===== config.mk =====
export PLATFORM = sky130hd
export DESIGN_NAME = mem_port_arbiter_flat
export DESIGN_NICKNAME = d
export VERILOG_FILES = /design/src/rtl/mem_arb_pkg.sv /design/src/rtl/mem_port_arbiter_if.sv /design/src/rtl/mem_arb_pick.sv /design/src/rtl/mem_port_arbiter.sv /design/src/flat_wrapper.sv
export SDC_FILE = /design/constraint.sdc
export NUM_CORES = 1
export LEC_CHECK = 0
export BUFFER_PORTS_ARGS = -buffer_cell sky130_fd_sc_hd__buf_2
export CORE_AREA = 4 4 78 80
export CTS_CLUSTER_SIZE = 8
export DETAILED_ROUTE_END_ITERATION = 8
export DIE_AREA = 0 0 82 84
export GPL_TIMING_DRIVEN = 0
export PLACE_DENSITY_LB_ADDON = 0.08
export SLEW_MARGIN = 40
export SYNTH_ARGS = -nofsm -noshare
export SYNTH_HDL_FRONTEND = slang
export SYNTH_HIERARCHICAL = 1
export SYNTH_SLANG_ARGS = --single-unit

===== constraint.sdc =====
create_clock -name i_clk -period 2.7 [get_ports i_clk]
set_clock_uncertainty 0.15 [all_clocks]
set_input_delay 0.54 -clock i_clk [delete_from_list [all_inputs] [get_ports i_clk]]
set_output_delay 0.54 -clock i_clk [all_outputs]
set_load 0.01 [all_outputs]

===== src/rtl/mem_arb_pkg.sv =====
// Purpose: shared types and constants for the unified-memory port arbiter.
// Contents: response-owner FSM encoding, grant-owner encoding, memory
//           read/write mode constants and default widths.
package mem_arb_pkg;

   localparam int unsigned ADDR_W_DEF     = 10;
   localparam int unsigned DATA_W_DEF     = 32;
   localparam int unsigned BE_W           = 4;
   localparam int unsigned CNT_W          = 4;
   localparam int unsigned STARVE_MAX_DEF = 4;

   localparam logic MEM_RD = 1'b0;
   localparam logic MEM_WR = 1'b1;

   typedef enum logic [1:0] {RSP_NONE, RSP_IF, RSP_LS} rsp_state_t;
   typedef enum logic {GNT_IF, GNT_LS} gnt_t;

endpackage


===== src/rtl/mem_port_arbiter_if.sv =====
// Purpose: bundles the fetch, load/store and memory-macro signals of the
//          arbiter into one interface.
// Modports:
//   slave  - arbiter view: requests/addresses/store data/mem_read_data in,
//            grants, rvalids, rdata and mem_* drive out.
//   master - environment view (requesters + memory macro), directions mirrored.
interface mem_port_arbiter_if
   import mem_arb_pkg::*;
#(
   parameter int unsigned ADDR_W = ADDR_W_DEF,
   parameter int unsigned DATA_W = DATA_W_DEF
);
   // fetch path
   logic              if_req;
   logic [ADDR_W-1:0] if_addr;
   logic              if_gnt;
   logic              if_rvalid;
   logic [DATA_W-1:0] if_rdata;
   // load/store path
   logic              ls_req;
   logic              ls_rw;
   logic [ADDR_W-1:0] ls_addr;
   logic [DATA_W-1:0] ls_wdata;
   logic [BE_W-1:0]   ls_be;
   logic              ls_gnt;
   logic              ls_rvalid;
   logic [DATA_W-1:0] ls_rdata;
   // memory macro port
   logic              mem_en;
   logic              mem_rw_mode;
   logic [ADDR_W-1:0] mem_addr;
   logic [DATA_W-1:0] mem_write_data;
   logic [BE_W-1:0]   mem_byte_en;
   logic [DATA_W-1:0] mem_read_data;

   modport slave (
      input  if_req, if_addr, ls_req, ls_rw, ls_addr, ls_wdata, ls_be, mem_read_data,
      output if_gnt, if_rvalid, if_rdata, ls_gnt, ls_rvalid, ls_rdata,
      output mem_en, mem_rw_mode, mem_addr, mem_write_data, mem_byte_en
   );

   modport master (
      output if_req, if_addr, ls_req, ls_rw, ls_addr, ls_wdata, ls_be, mem_read_data,
      input  if_gnt, if_rvalid, if_rdata, ls_gnt, ls_rvalid, ls_rdata,
      input  mem_en, mem_rw_mode, mem_addr, mem_write_data, mem_byte_en
   );

endinterface


===== src/rtl/mem_arb_pick.sv =====
// Purpose: combinational grant selector, at most one grant per cycle.
// Ports:
//   if_req, ls_req      - (reset-masked) requests
//   starve_cnt          - consecutive ls wins while fetch waits (fixed priority)
//   last_gnt            - owner of the previous grant (MEM_ARB_RR_EN build)
//   if_gnt, ls_gnt      - one-hot-or-zero grants
// Build option: MEM_ARB_RR_EN selects strict alternation on conflict instead of
//               ls priority with the starvation override.
module mem_arb_pick
   import mem_arb_pkg::*;
#(
   parameter int unsigned STARVE_MAX = STARVE_MAX_DEF
) (
   input  logic             if_req,
   input  logic             ls_req,
`ifdef MEM_ARB_RR_EN
   input  gnt_t             last_gnt,
`else
   input  logic [CNT_W-1:0] starve_cnt,
`endif
   output logic             if_gnt,
   output logic             ls_gnt
);

   // A sole requester always wins; only the conflict case needs a policy.
   always_comb begin
      if_gnt = 1'b0;
      ls_gnt = 1'b0;
      if (if_req && ls_req) begin
`ifdef MEM_ARB_RR_EN
         if (last_gnt == GNT_IF) ls_gnt = 1'b1;
         else                    if_gnt = 1'b1;
`else
         if (starve_cnt == CNT_W'(STARVE_MAX)) if_gnt = 1'b1;
         else                                  ls_gnt = 1'b1;
`endif
      end else begin
         if_gnt = if_req;
         ls_gnt = ls_req;
      end
   end

endmodule


===== src/rtl/mem_port_arbiter.sv =====
// Purpose: shares the single-ported unified memory between instruction fetch
//          and IEU load/store, drives the memory port and steers the
//          1-cycle-latency read data back to the owner of the read.
// Ports:
//   i_clk - clock, all state on rising edge
//   i_rst - asynchronous active-high reset
//   bus   - mem_port_arbiter_if.slave: fetch req/gnt/rdata, load/store
//           req/gnt/rdata, memory macro drive and read data
// Build option: MEM_ARB_RR_EN - strict alternation on conflict (tracks
//               last_gnt); undefined - ls priority with STARVE_MAX override.
module mem_port_arbiter
   import mem_arb_pkg::*;
#(
   parameter int unsigned STARVE_MAX = STARVE_MAX_DEF
) (
   input  logic                i_clk,
   input  logic                i_rst,
   mem_port_arbiter_if.slave   bus
);

   logic       if_req_m;
   logic       ls_req_m;
   logic       if_gnt;
   logic       ls_gnt;
   rsp_state_t rsp_state;
   rsp_state_t rsp_state_nxt;

   // Grants are masked while reset is asserted so the memory port stays idle.
   assign if_req_m = bus.if_req & ~i_rst;
   assign ls_req_m = bus.ls_req & ~i_rst;

`ifdef MEM_ARB_RR_EN
   gnt_t last_gnt;

   // Owner of the most recent grant; reset value makes ls win the first conflict.
   always_ff @(posedge i_clk or posedge i_rst) begin
      if (i_rst)       last_gnt <= GNT_IF;
      else if (if_gnt) last_gnt <= GNT_IF;
      else if (ls_gnt) last_gnt <= GNT_LS;
   end

   mem_arb_pick #(.STARVE_MAX(STARVE_MAX)) u_pick (
      .if_req   (if_req_m),
      .ls_req   (ls_req_m),
      .last_gnt (last_gnt),
      .if_gnt   (if_gnt),
      .ls_gnt   (ls_gnt)
   );
`else
   logic [CNT_W-1:0] starve_cnt;

   // Counts ls wins over a waiting fetch; saturates so the override sticks.
   always_ff @(posedge i_clk or posedge i_rst) begin
      if (i_rst)
         starve_cnt <= '0;
      else if (if_gnt || !bus.if_req)
         starve_cnt <= '0;
      else if (ls_gnt && (starve_cnt < CNT_W'(STARVE_MAX)))
         starve_cnt <= starve_cnt + CNT_W'(1);
   end

   mem_arb_pick #(.STARVE_MAX(STARVE_MAX)) u_pick (
      .if_req     (if_req_m),
      .ls_req     (ls_req_m),
      .starve_cnt (starve_cnt),
      .if_gnt     (if_gnt),
      .ls_gnt     (ls_gnt)
   );
`endif

   assign bus.if_gnt = if_gnt;
   assign bus.ls_gnt = ls_gnt;

   // Memory drive; every field is zero when not used so the port can be OR-combined.
   always_comb begin
      bus.mem_en         = 1'b0;
      bus.mem_rw_mode    = MEM_RD;
      bus.mem_addr       = '0;
      bus.mem_write_data = '0;
      bus.mem_byte_en    = '0;
      if (ls_gnt) begin
         bus.mem_en      = 1'b1;
         bus.mem_rw_mode = bus.ls_rw;
         bus.mem_addr    = bus.ls_addr;
         if (bus.ls_rw == MEM_WR) begin
            bus.mem_write_data = bus.ls_wdata;
            bus.mem_byte_en    = bus.ls_be;
         end
      end else if (if_gnt) begin
         bus.mem_en   = 1'b1;
         bus.mem_addr = bus.if_addr;
      end
   end

   // Response owner register.
   always_ff @(posedge i_clk or posedge i_rst) begin
      if (i_rst) rsp_state <= RSP_NONE;
      else       rsp_state <= rsp_state_nxt;
   end

   // Next owner: only reads produce a response; writes leave the port free.
   always_comb begin
      rsp_state_nxt = RSP_NONE;
      if (if_gnt)                               rsp_state_nxt = RSP_IF;
      else if (ls_gnt && (bus.ls_rw == MEM_RD)) rsp_state_nxt = RSP_LS;
   end

   // Steer read data to its owner; the other side sees zero.
   always_comb begin
      bus.if_rvalid = 1'b0;
      bus.ls_rvalid = 1'b0;
      bus.if_rdata  = '0;
      bus.ls_rdata  = '0;
      case (rsp_state)
         RSP_IF: begin
            bus.if_rvalid = 1'b1;
            bus.if_rdata  = bus.mem_read_data;
         end
         RSP_LS: begin
            bus.ls_rvalid = 1'b1;
            bus.ls_rdata  = bus.mem_read_data;
         end
         default: ;
      endcase
   end

endmodule

===== src/flat_wrapper.sv =====
// flat-port wrapper written by rule: the top's interface ports become plain ports
module mem_port_arbiter_flat import mem_arb_pkg::*;
#(
   parameter int unsigned STARVE_MAX = STARVE_MAX_DEF
)
  (i_clk, i_rst, bus_if_req, bus_if_addr, bus_ls_req, bus_ls_rw, bus_ls_addr, bus_ls_wdata, bus_ls_be, bus_mem_read_data, bus_if_gnt, bus_if_rvalid, bus_if_rdata, bus_ls_gnt, bus_ls_rvalid, bus_ls_rdata, bus_mem_en, bus_mem_rw_mode, bus_mem_addr, bus_mem_write_data, bus_mem_byte_en);
  mem_port_arbiter_if bus_i ();
  input  logic i_clk;
  input  logic i_rst;
  input wire logic [$bits(bus_i.if_req)-1:0] bus_if_req;
  input wire logic [$bits(bus_i.if_addr)-1:0] bus_if_addr;
  input wire logic [$bits(bus_i.ls_req)-1:0] bus_ls_req;
  input wire logic [$bits(bus_i.ls_rw)-1:0] bus_ls_rw;
  input wire logic [$bits(bus_i.ls_addr)-1:0] bus_ls_addr;
  input wire logic [$bits(bus_i.ls_wdata)-1:0] bus_ls_wdata;
  input wire logic [$bits(bus_i.ls_be)-1:0] bus_ls_be;
  input wire logic [$bits(bus_i.mem_read_data)-1:0] bus_mem_read_data;
  output wire logic [$bits(bus_i.if_gnt)-1:0] bus_if_gnt;
  output wire logic [$bits(bus_i.if_rvalid)-1:0] bus_if_rvalid;
  output wire logic [$bits(bus_i.if_rdata)-1:0] bus_if_rdata;
  output wire logic [$bits(bus_i.ls_gnt)-1:0] bus_ls_gnt;
  output wire logic [$bits(bus_i.ls_rvalid)-1:0] bus_ls_rvalid;
  output wire logic [$bits(bus_i.ls_rdata)-1:0] bus_ls_rdata;
  output wire logic [$bits(bus_i.mem_en)-1:0] bus_mem_en;
  output wire logic [$bits(bus_i.mem_rw_mode)-1:0] bus_mem_rw_mode;
  output wire logic [$bits(bus_i.mem_addr)-1:0] bus_mem_addr;
  output wire logic [$bits(bus_i.mem_write_data)-1:0] bus_mem_write_data;
  output wire logic [$bits(bus_i.mem_byte_en)-1:0] bus_mem_byte_en;
  assign bus_i.if_req = bus_if_req;
  assign bus_i.if_addr = bus_if_addr;
  assign bus_i.ls_req = bus_ls_req;
  assign bus_i.ls_rw = bus_ls_rw;
  assign bus_i.ls_addr = bus_ls_addr;
  assign bus_i.ls_wdata = bus_ls_wdata;
  assign bus_i.ls_be = bus_ls_be;
  assign bus_i.mem_read_data = bus_mem_read_data;
  assign bus_if_gnt = bus_i.if_gnt;
  assign bus_if_rvalid = bus_i.if_rvalid;
  assign bus_if_rdata = bus_i.if_rdata;
  assign bus_ls_gnt = bus_i.ls_gnt;
  assign bus_ls_rvalid = bus_i.ls_rvalid;
  assign bus_ls_rdata = bus_i.ls_rdata;
  assign bus_mem_en = bus_i.mem_en;
  assign bus_mem_rw_mode = bus_i.mem_rw_mode;
  assign bus_mem_addr = bus_i.mem_addr;
  assign bus_mem_write_data = bus_i.mem_write_data;
  assign bus_mem_byte_en = bus_i.mem_byte_en;
  mem_port_arbiter #(.STARVE_MAX(STARVE_MAX)) u_core (.i_clk(i_clk), .i_rst(i_rst), .bus(bus_i));
endmodule

==> impl_metrics.py, run 1 <==
metrics = {
    "global_routing": {
        "grt_max_degree": 11,
        "grt_usage": 0.1568,
        "grt_first_pass_wirelength_mm": 8.687,
        "antenna_found_initial": 0,
        "grt_overflow": 0,
        "grt_pass1_vias": 1691,
    },
    "route": {
        "wl_met3_um": 569,
        "drt-total-wl_mm": 6.104,
        "first_pass_iters": 4,
        "first_iter_violations": 29,
        "route.met2.wl_mm": 3.189,
        "wl_per_cell_um": 13.84,
        "ant_nets": 0,
        "wl_met1_mm": 2.270,
        "vias": 1831,
        "drcViolationCount": 0,
        "highest-signal-layer": "met4",
        "avgViaCountPerCell": 4.152,
    },
    "setup_path": {
        "required_ns": 2.01,
        "worstPathMaxFanout": 10,
        "max_stage_delay_ns": 0.44,
        "start_kind": "register",
        "path_common_cell": "buf_2",
        "rr_endpoint": "u_core/starve_cnt[1]$_DFFE_PP0P_",
        "r2r-start": "u_core/starve_cnt[2]$_DFFE_PP0P_",
        "slowest_stage": "dfrtp_1",
        "reg2regPathDepth": 4,
        "cp_top_family": "simple AND/OR/NAND/NOR gates",
        "critPathKind": "register to output pin",
        "crit_chain": "nor4b_4, o21a_4, nor2b_1, buf_2, a22o_1, buf_2",
        "arrival_ns": 1.86,
        "end_kind": "output pin",
        "path_buf_inv": 2,
        "ff2ff_setup_slack_ns": 1.08,
    },
    "final_layout": {
        "antenna_cells": 0,
        "fin_util": 0.4292,
        "stdcell_count": 441,
        "areaGrowthSynthToFinish_pct": 103.3,
        "layout.nets": 465,
        "design_area_um2": 2320,
        "drive_gt1_frac": 0.6125,
    },
    "logic_synthesis": {
        "netlist_instances": 159,
        "yosysUniqueCellTypes": 22,
        "syn_area_um2": 1141,
        "synth_seq_area_share": 0.1316,
        "synth_seq_cells": 6,
        "syn_area_per_cell_um2": 7.177,
        "ys_warn_count": 6,
        "synth_nets": 253,
    },
    "flow_run": {
        "timing.max_cap.violations": 0,
    },
    "power_and_ir_drop": {
        "p_sw_mw": 0.1595,
        "switching_share": 0.3355,
        "p_seq_frac": 0.201,
        "comb_power_share": 0.520,
        "ir_drop_v": 0.0001919,
        "power.density_nw_per_um2": 205.0,
        "clkPwrFrac": 0.278,
        "finalPower_mw": 0.4755,
        "p_int_mw": 0.3160,
        "power.leakage_nw": 1.655,
    },
    "clocking": {
        "clock-sinks": 6,
        "cts_root_buf": "clkbuf_8",
        "clockBufferDepth": 2,
        "htreeDepth": 1,
        "clkLatencyLatePin_ns": 0.22,
        "clkTransAtPathRegs_ns": 0.04,
        "cts-buffers-inserted": 3,
        "post-cts-setup-buffers": 0,
        "cts_tree": "yes",
        "postCtsHoldBufs": 0,
    },
    "floorplan": {
        "die_x_um": 82,
        "fp.dieArea_um2": 6888,
        "row_count": 27,
        "start_util": 0.2111,
        "die_h_um": 84,
        "core-area_um2": 5405,
        "io_pins": 209,
    },
    "placement": {
        "pre_cts_slack_ns": 0.008270,
        "hpwl_mm": 5.407,
        "gp_congestion": 0.8072,
        "place_area_um2": 2267,
        "placed_cells": 438,
        "portBuffers": 207,
    },
    "hold_path": {
        "min_path_type": "input port to async pin",
    },
    "timing": {
        "finalSetupTns_ns": 0,
        "slew_headroom": 0.7685,
        "max_freq_mhz": 392.1,
        "min_period_ns": 2.550,
        "hold_slack_ns": 0.1036,
        "tightestPinTransition_ns": 0.3473,
        "setup_ws_ns": 0.1499,
        "hold_viol": 0,
        "rsz0062_at_grt": "no",
        "slew_violations": 0,
        "report.final.setup_viol": 0,
        "fin_crit_sh": 0.9445,
    },
    "status": {
        "status": "completed",
    },
}
power by group through the flow:
stage                     registers (mW)  clock network, mW  logic (mW)
after CTS                         0.0957              0.136       0.250
after global routing              0.0960              0.143       0.275
after detailed placement          0.0967                  0       0.249
after floorplan                   0.0963                  0       0.111
final                             0.0958              0.132       0.247
after global placement            0.0968                  0       0.248
worst register-to-register path: cells and delay by family, from the launching register on:
kind | cells | cell delay (ns)
AOI/OAI and AO/OA | 1 | 0.32
and+or+nand+nor | 2 | 0.47
DFF | 1 | 0.39
muxes | 1 | 0.22
repair_timing:
item / 4_1_cts / 5_1_grt
resized for setup: 0 / 3
setup endpoints to repair: 0 / 48
hold endpoints to repair: 0 / 0
cells in the final DEF, fill, tap and decap left out, drive strengths merged:
master | Yosys | final
or2 | 1 | 1
clkbuf | 11 | 14
nor2 | 1 | 1
and2b | 2 | 2
o21a | 1 | 1
ha | 1 | 1
a22o | 10 | 10
nor4b | 1 | 1
and2 | 65 | 65
nor2b | 3 | 3
or3b | 1 | 1
buf | 5 | 212
inv | 4 | 4
nand3b | 4 | 4
dfrtp | 6 | 6
nor3b | 2 | 2
nand2b | 1 | 1
a21oi | 2 | 2
and3 | 36 | 36
mux2i | 2 | 2
state kept, by name, summed over array words and instances (netlist names):
name	flops
u_core/rsp_state	2
u_core/starve_cnt	4
synthesized netlist by cell type, drive strengths merged:
library cell / number / area [um^2]
a21oi: 2 / 10.01
a22o: 10 / 87.58
and2: 65 / 406.6
and2b: 2 / 15.01
and3: 36 / 225.2
buf: 5 / 25.02
clkbuf: 11 / 48.80
dfrtp: 6 / 150.1
ha: 1 / 12.51
inv: 4 / 15.01
mux2i: 2 / 20.02
nand2b: 1 / 6.260
nand3b: 4 / 30.03
nor2: 1 / 3.750
nor2b: 3 / 18.77
nor3b: 2 / 20.02
nor4b: 1 / 23.77
o21a: 1 / 7.510
or2: 1 / 6.260
or3b: 1 / 8.760
worst max-delay path by stage:
stage | startpoint | endpoint | slack [ns] | cells after the start
after floorplan | bus_ls_req | bus_mem_write_data[22] | 0.43 | 5
after global placement | bus_if_req | bus_mem_write_data[8] | -0.02 | 6
after detailed placement | bus_if_req | bus_mem_write_data[8] | 0.008 | 6
after CTS | bus_if_req | bus_mem_write_data[8] | 0.0007 | 6
after global routing | bus_if_req | bus_mem_write_data[8] | 0.01 | 6
final | u_core/starve_cnt[3]$_DFFE_PP0P_ | bus_mem_addr[9] | 0.15 | 6
logic make-up (layout without fill, tap and decap cells):
family / count (synthesis) / after routing / share of synthesized area
fa+ha+maj: 1 / 1 / 0.01096
mux: 2 / 2 / 0.01754
compound gates: 13 / 13 / 0.09210
simple gates: 117 / 117 / 0.6700
buf+inv: 20 / 230 / 0.07785
flops: 6 / 6 / 0.1316
layer usage:
metal,vias to the layer above,GRT usage
met5,-,0
met4,0,0.01662
met3,6,0.02484
met2,99,0.3174
met1,773,0.1666
li1,953,-
cell type report:
cell class	count	area (um^2)
well taps	72	90.09
fillers	576	3085
flip-flops and latches	6	150.1
inverters	4	15.01
multi-input cells	133	913.4
repair buffers	207	1036
clock buffers	3	41.29
plain buffers	16	73.82
Power figures use the tool's default switching activity.
==> run 2: changes to the inputs <==
--- a/config.mk
+++ b/config.mk
@@ -11,7 +11,7 @@
 export DETAILED_ROUTE_END_ITERATION = 8
 export DIE_AREA = 0 0 82 84
 export GPL_TIMING_DRIVEN = 0
-export PLACE_DENSITY_LB_ADDON = 0.08
+export PLACE_DENSITY = 0.67
 export SLEW_MARGIN = 40
 export SYNTH_ARGS = -nofsm -noshare
 export SYNTH_HDL_FRONTEND = slang
==> impl_metrics.py, run 2 (synthesis results as in run 1) <==
metrics = {
    "floorplan": {
        "die_h_um": 84,
        "fp.dieArea_um2": 6888,
        "io_pins": 209,
        "row_count": 27,
        "start_util": 0.2111,
        "core-area_um2": 5405,
        "die_x_um": 82,
    },
    "timing": {
        "setup_ws_ns": 0.1282,
        "hold_viol": 0,
        "slew_violations": 0,
        "report.final.setup_viol": 0,
        "slew_headroom": 0.7573,
        "min_period_ns": 2.572,
        "fin_crit_sh": 0.9525,
        "tightestPinTransition_ns": 0.3641,
        "finalSetupTns_ns": 0,
        "max_freq_mhz": 388.8,
    },
    "final_layout": {
        "largest_reg_flops": 4,
        "multi_input_area_um2": 913.4,
        "fillers": 574,
        "antenna_cells": 0,
        "largestRegisters": "u_core/starve_cnt (4), u_core/rsp_state (2)",
        "top_register": "u_core/starve_cnt",
        "areaGrowthSynthToFinish_pct": 103.3,
        "layout.nets": 465,
        "register_area_um2": 150.1,
        "drive_gt1_frac": 0.6125,
        "final_common_cell": "buf_2",
        "layout_common_cells": "buf_2 (212), and2_1 (65), and3_1 (36)",
    },
    "setup_path": {
        "cp_top_family": "simple AND/OR/NAND/NOR gates",
        "path_buf_inv": 2,
        "worstPathMaxFanout": 10,
        "end_kind": "output pin",
        "required_ns": 2.01,
        "max_stage_delay_ns": 0.43,
        "start_kind": "register",
        "arrival_ns": 1.88,
        "critPathKind": "register to output pin",
        "path_common_cell": "buf_2",
        "slowest_stage": "dfrtp_1",
        "crit_chain": "nor4b_4, o21a_4, nor2b_1, buf_2, a22o_1, buf_2",
    },
    "clocking": {
        "cts_tree": "yes",
        "clkLatencyLatePin_ns": 0.23,
        "cts-buffers-inserted": 3,
        "clock-sinks": 6,
        "cts_root_buf": "clkbuf_8",
        "post-cts-setup-buffers": 0,
        "clkTransAtPathRegs_ns": 0.04,
        "clockBufferDepth": 2,
        "htreeDepth": 1,
    },
    "power_and_ir_drop": {
        "finalPower_mw": 0.4784,
        "power.leakage_nw": 1.655,
        "power.density_nw_per_um2": 206.2,
        "ir_drop_v": 0.0001026,
    },
    "placement": {
        "portBuffers": 207,
        "gp_congestion": 0.8658,
        "pre_cts_slack_ns": 0.01243,
        "hpwl_mm": 4.937,
    },
    "global_routing": {
        "antenna_found_initial": 0,
        "grt_max_degree": 11,
        "grt_first_pass_wirelength_mm": 7.976,
        "grt_pass1_vias": 1778,
        "grt_overflow": 0,
        "grt_usage": 0.1429,
    },
    "flow_run": {
        "timing.max_cap.violations": 0,
    },
    "route": {
        "drcViolationCount": 0,
        "first_pass_iters": 4,
        "drt-total-wl_mm": 5.547,
        "avgViaCountPerCell": 4.311,
        "wl_per_cell_um": 12.58,
        "first_iter_violations": 17,
        "vias": 1901,
        "ant_nets": 0,
    },
    "status": {
        "status": "completed",
    },
    "hold_path": {
        "min_path_type": "input port to async pin",
    },
}
==> run 2: cell counts in the layout (fill, tap and decap cells not counted) <==
Identical to the previous run, type by type.
==> run 2: repair_timing <==
item / 4_1_cts / 5_1_grt
endpoints found under the setup margin: 0 / 39
hold buffers: 0 / 0
gates resized for setup: 0 / 3
==> run 2: cell type report <==
cell class              count  area share
repair buffers            207      0.4466
multi-input cells         133      0.3937
flip-flops and latches      6     0.06473
well taps                  72     0.03884
plain buffers              16     0.03182
clock buffers               3     0.01780
inverters                   4    0.006473
==> run 2: metal layers <==
layer / global-route usage / vias to the layer above / share of wire
met1: 0.1451 / 801 / 0.35
met5: 0 / - / 0
met2: 0.2777 / 137 / 0.50
li1: - / 956 / -
met4: 0.04381 / 0 / 0.012
met3: 0.03024 / 7 / 0.14
==> run 2: power breakdown <==
group	switching, mW	internal, mW	leakage, nW	total (mW)
Clock	0.0396	0.0958	0.0216	0.135
Combinational	0.120	0.127	1.55	0.247
Sequential	0.00269	0.0932	0.0820	0.0959
Total	0.162	0.316	1.65	0.478
==> run 2: path summary, 6_finish.rpt <==
path | startpoint | to | slack, ns | cells after the start
max | u_core/starve_cnt[3]$_DFFE_PP0P_ | bus_mem_addr[5] | 0.13 | 6
min | i_rst | u_core/starve_cnt[0]$_DFFE_PP0P_ | 0.1 | 2
max reg2reg | u_core/starve_cnt[2]$_DFFE_PP0P_ | u_core/starve_cnt[0]$_DFFE_PP0P_ | 1.03 | 4
min reg2reg | u_core/starve_cnt[2]$_DFFE_PP0P_ | u_core/starve_cnt[2]$_DFFE_PP0P_ | 0.40 | 2
max in group asynchronous | i_rst | u_core/rsp_state[0]$_DFF_PP0_ | 2.11 | 2
min in group i_clk | u_core/starve_cnt[2]$_DFFE_PP0P_ | u_core/starve_cnt[2]$_DFFE_PP0P_ | 0.40 | 2
==> run 2: stage by stage <==
| step | area, um^2 | hold WS (ns) | std cells | util |
|---|---|---|---|---|
| 2_1_floorplan | 1141 | 0.1810 | 159 | - |
| 3_3_place_gp | 2267 | 0.3363 | 438 | 0.4194 |
| 3_5_place_dp | 2267 | 0.3398 | 438 | 0.4194 |
| 4_1_cts | 2308 | 0.09869 | 441 | 0.4271 |
| 5_1_grt | 2320 | 0.1259 | 441 | 0.4292 |
| 6_report | 2320 | 0.09640 | 441 | 0.4292 |
==> run 3: changes to the inputs <==
--- a/config.mk
+++ b/config.mk
@@ -5,13 +5,14 @@
 export SDC_FILE = /design/constraint.sdc
 export NUM_CORES = 1
 export LEC_CHECK = 0
+export ABC_AREA = 1
 export BUFFER_PORTS_ARGS = -buffer_cell sky130_fd_sc_hd__buf_2
-export CORE_AREA = 4 4 78 80
+export CORE_AREA = 4 4 79 81
 export CTS_CLUSTER_SIZE = 8
 export DETAILED_ROUTE_END_ITERATION = 8
-export DIE_AREA = 0 0 82 84
+export DIE_AREA = 0 0 83 85
 export GPL_TIMING_DRIVEN = 0
-export PLACE_DENSITY = 0.67
+export PLACE_DENSITY = 0.71
 export SLEW_MARGIN = 40
 export SYNTH_ARGS = -nofsm -noshare
 export SYNTH_HDL_FRONTEND = slang
==> impl_metrics.py, run 3 <==
metrics = {
    "status": {
        "status": "completed",
    },
    "setup_path": {
        "cp_top_family": "buffers and inverters",
        "crit_chain": "buf_2, nor2_1, nand2_2, inv_2, nand2_1, nand2_1, buf_2, nand2_4, buf_2, nor2_1, buf_2",
        "start_kind": "input port",
        "path_common_cell": "buf_2",
        "slowest_stage": "buf_2",
        "required_ns": 2.01,
        "critPathKind": "input port to output pin",
        "ff2ff_setup_slack_ns": 1.16,
        "path_buf_inv": 5,
        "max_stage_delay_ns": 0.20,
        "arrival_ns": 1.86,
        "end_kind": "output pin",
        "worstPathMaxFanout": 10,
    },
    "timing": {
        "finalSetupTns_ns": 0,
        "min_period_ns": 2.551,
        "max_freq_mhz": 391.9,
        "slew_headroom": 0.7982,
        "report.final.setup_viol": 0,
        "rsz0062_at_grt": "no",
        "tightestPinTransition_ns": 0.3016,
        "fin_crit_sh": 0.9450,
        "hold_viol": 0,
        "slew_violations": 0,
    },
    "logic_synthesis": {
        "yosysUniqueCellTypes": 21,
        "async_reset_ff_frac": 1.000,
        "synth.area.top_cells": "inv_1 (22%), nor2_1 (20%), nor2_4 (17%), dfrtp_1 (11%), nand2_1 (7.7%)",
        "netlist_instances": 262,
        "yosys_most_used_dff": "dfrtp_1",
        "ys_warn_count": 6,
        "synth_seq_cells": 6,
        "synth_edf_count": 0,
        "yosysTopAreaCellShare": 0.2160,
        "synth_nets": 356,
        "syn_area_um2": 1408,
        "synth_seq_area_share": 0.1067,
        "syn_area_per_cell_um2": 5.373,
        "yosysMostFrequentCell": "inv_1",
        "synth_top_area_cell": "inv_1",
        "synth_common_cells": "inv_1 (81), nor2_1 (76), nand2_1 (29), nor2_4 (21), nand3_1 (13)",
    },
    "final_layout": {
        "layout_common_cells": "buf_2 (216), inv_1 (81), nor2_1 (76)",
        "areaGrowthSynthToFinish_pct": 83.56,
        "design_area_um2": 2584,
        "register_area_um2": 150.1,
        "antenna_cells": 0,
        "final_common_cell": "buf_2",
        "top_register": "u_core/starve_cnt",
        "layout.nets": 568,
        "largest_reg_flops": 4,
        "largestRegisters": "u_core/starve_cnt (4), u_core/rsp_state (2)",
        "multi_input_area_um2": 839.6,
        "fillers": 577,
        "drive_gt1_frac": 0.5530,
    },
    "route": {
        "first_iter_violations": 30,
        "wl_per_cell_um": 10.79,
        "drcViolationCount": 0,
        "first_pass_iters": 4,
        "ant_nets": 0,
        "avgViaCountPerCell": 3.972,
        "drt-total-wl_mm": 5.869,
        "vias": 2161,
    },
    "global_routing": {
        "grt_usage": 0.1514,
        "grt_first_pass_wirelength_mm": 9.280,
        "grt_overflow": 0,
        "antenna_found_initial": 0,
        "grt_max_degree": 11,
        "grt_pass1_vias": 2145,
    },
    "clocking": {
        "postCtsHoldBufs": 0,
        "clock-sinks": 6,
        "cts-buffers-inserted": 3,
        "cts_tree": "yes",
        "clockBufferDepth": 2,
        "clkLatencyLatePin_ns": 0.22,
        "clkTransAtPathRegs_ns": 0.04,
        "htreeDepth": 1,
        "cts_root_buf": "clkbuf_8",
        "cts_resized": 0,
        "post-cts-setup-buffers": 0,
    },
    "power_and_ir_drop": {
        "power.density_nw_per_um2": 210.9,
        "power.leakage_nw": 1.949,
        "ir_drop_v": 0.0001383,
    },
    "flow_run": {
        "timing.max_cap.violations": 0,
    },
    "floorplan": {
        "io_pins": 209,
        "start_util": 0.2572,
        "row_count": 27,
        "core-area_um2": 5473,
        "die_x_um": 83,
        "fp.dieArea_um2": 7055,
        "die_h_um": 85,
    },
    "placement": {
        "place_area_um2": 2539,
        "gp_congestion": 0.8866,
        "portBuffers": 208,
        "hpwl_mm": 5.311,
    },
    "hold_path": {
        "min_path_type": "input port to async pin",
    },
}
==> run 3: cell type report <==
type | instances | area share
Multi-Input combinational cell | 160 | 0.3249
Timing Repair Buffer | 208 | 0.4029
Sequential cell | 6 | 0.05811
Clock buffer | 3 | 0.01598
Tap cell | 72 | 0.03487
Inverter | 82 | 0.1191
Buffer | 13 | 0.04407
==> run 3: worst paths after layout <==
path / startpoint / end / cells past startpoint
worst max-delay path: i_rst / bus_mem_write_data[2] / 11
worst min-delay path: i_rst / u_core/starve_cnt[3]$_DFFE_PP0P_ / 2
worst max register to register: u_core/starve_cnt[2]$_DFFE_PP0P_ / u_core/rsp_state[1]$_DFF_PP0_ / 9
worst min register to register: u_core/starve_cnt[2]$_DFFE_PP0P_ / u_core/starve_cnt[2]$_DFFE_PP0P_ / 2
max in group asynchronous: i_rst / u_core/rsp_state[1]$_DFF_PP0_ / 2
min in group i_clk: u_core/starve_cnt[2]$_DFFE_PP0P_ / u_core/starve_cnt[2]$_DFFE_PP0P_ / 2
==> run 3: logic make-up after synthesis <==
family / share of synthesized area
buf+inv: 0.3004
compound gates: 0.003552
fa+ha+maj: 0.008887
simple gates: 0.5804
flops: 0.1067
==> run 3: layer usage <==
| metal | wire length (um) | track usage | part of all wire | up-vias |
|---|---|---|---|---|
| met5 | 0 | 0 | 0 | - |
| met4 | 57 | 0.02972 | 0.0097 | 0 |
| met3 | 524 | 0.03107 | 0.089 | 6 |
| met2 | 3183 | 0.3149 | 0.54 | 118 |
| met1 | 2102 | 0.1531 | 0.36 | 901 |
| li1 | - | - | - | 1136 |
==> run 3: through the flow <==
step | std cells | total power, mW | hold slack, ns | worst slack, ns | util
final | 544 | 0.5450 | 0.09216 | 0.1486 | 0.4721
after global routing | 544 | 0.5866 | 0.1261 | 0.02665 | 0.4721
after CTS | 545 | 0.5496 | 0.09847 | 0.1027 | 0.4714
after detailed placement | 542 | 0.4150 | 0.3316 | 0.1076 | 0.4639
after global placement | 542 | 0.4103 | 0.3262 | 0.1295 | 0.4639
after floorplan | 262 | 0.2641 | 0.1810 | 0.3813 | -
==> run 3: power by group <==
part	internal, mW	switching, mW	total [mW]
registers	0.0934	0.00238	0.0958
logic	0.137	0.179	0.316
clock network	0.0957	0.0374	0.133
total	0.326	0.219	0.545
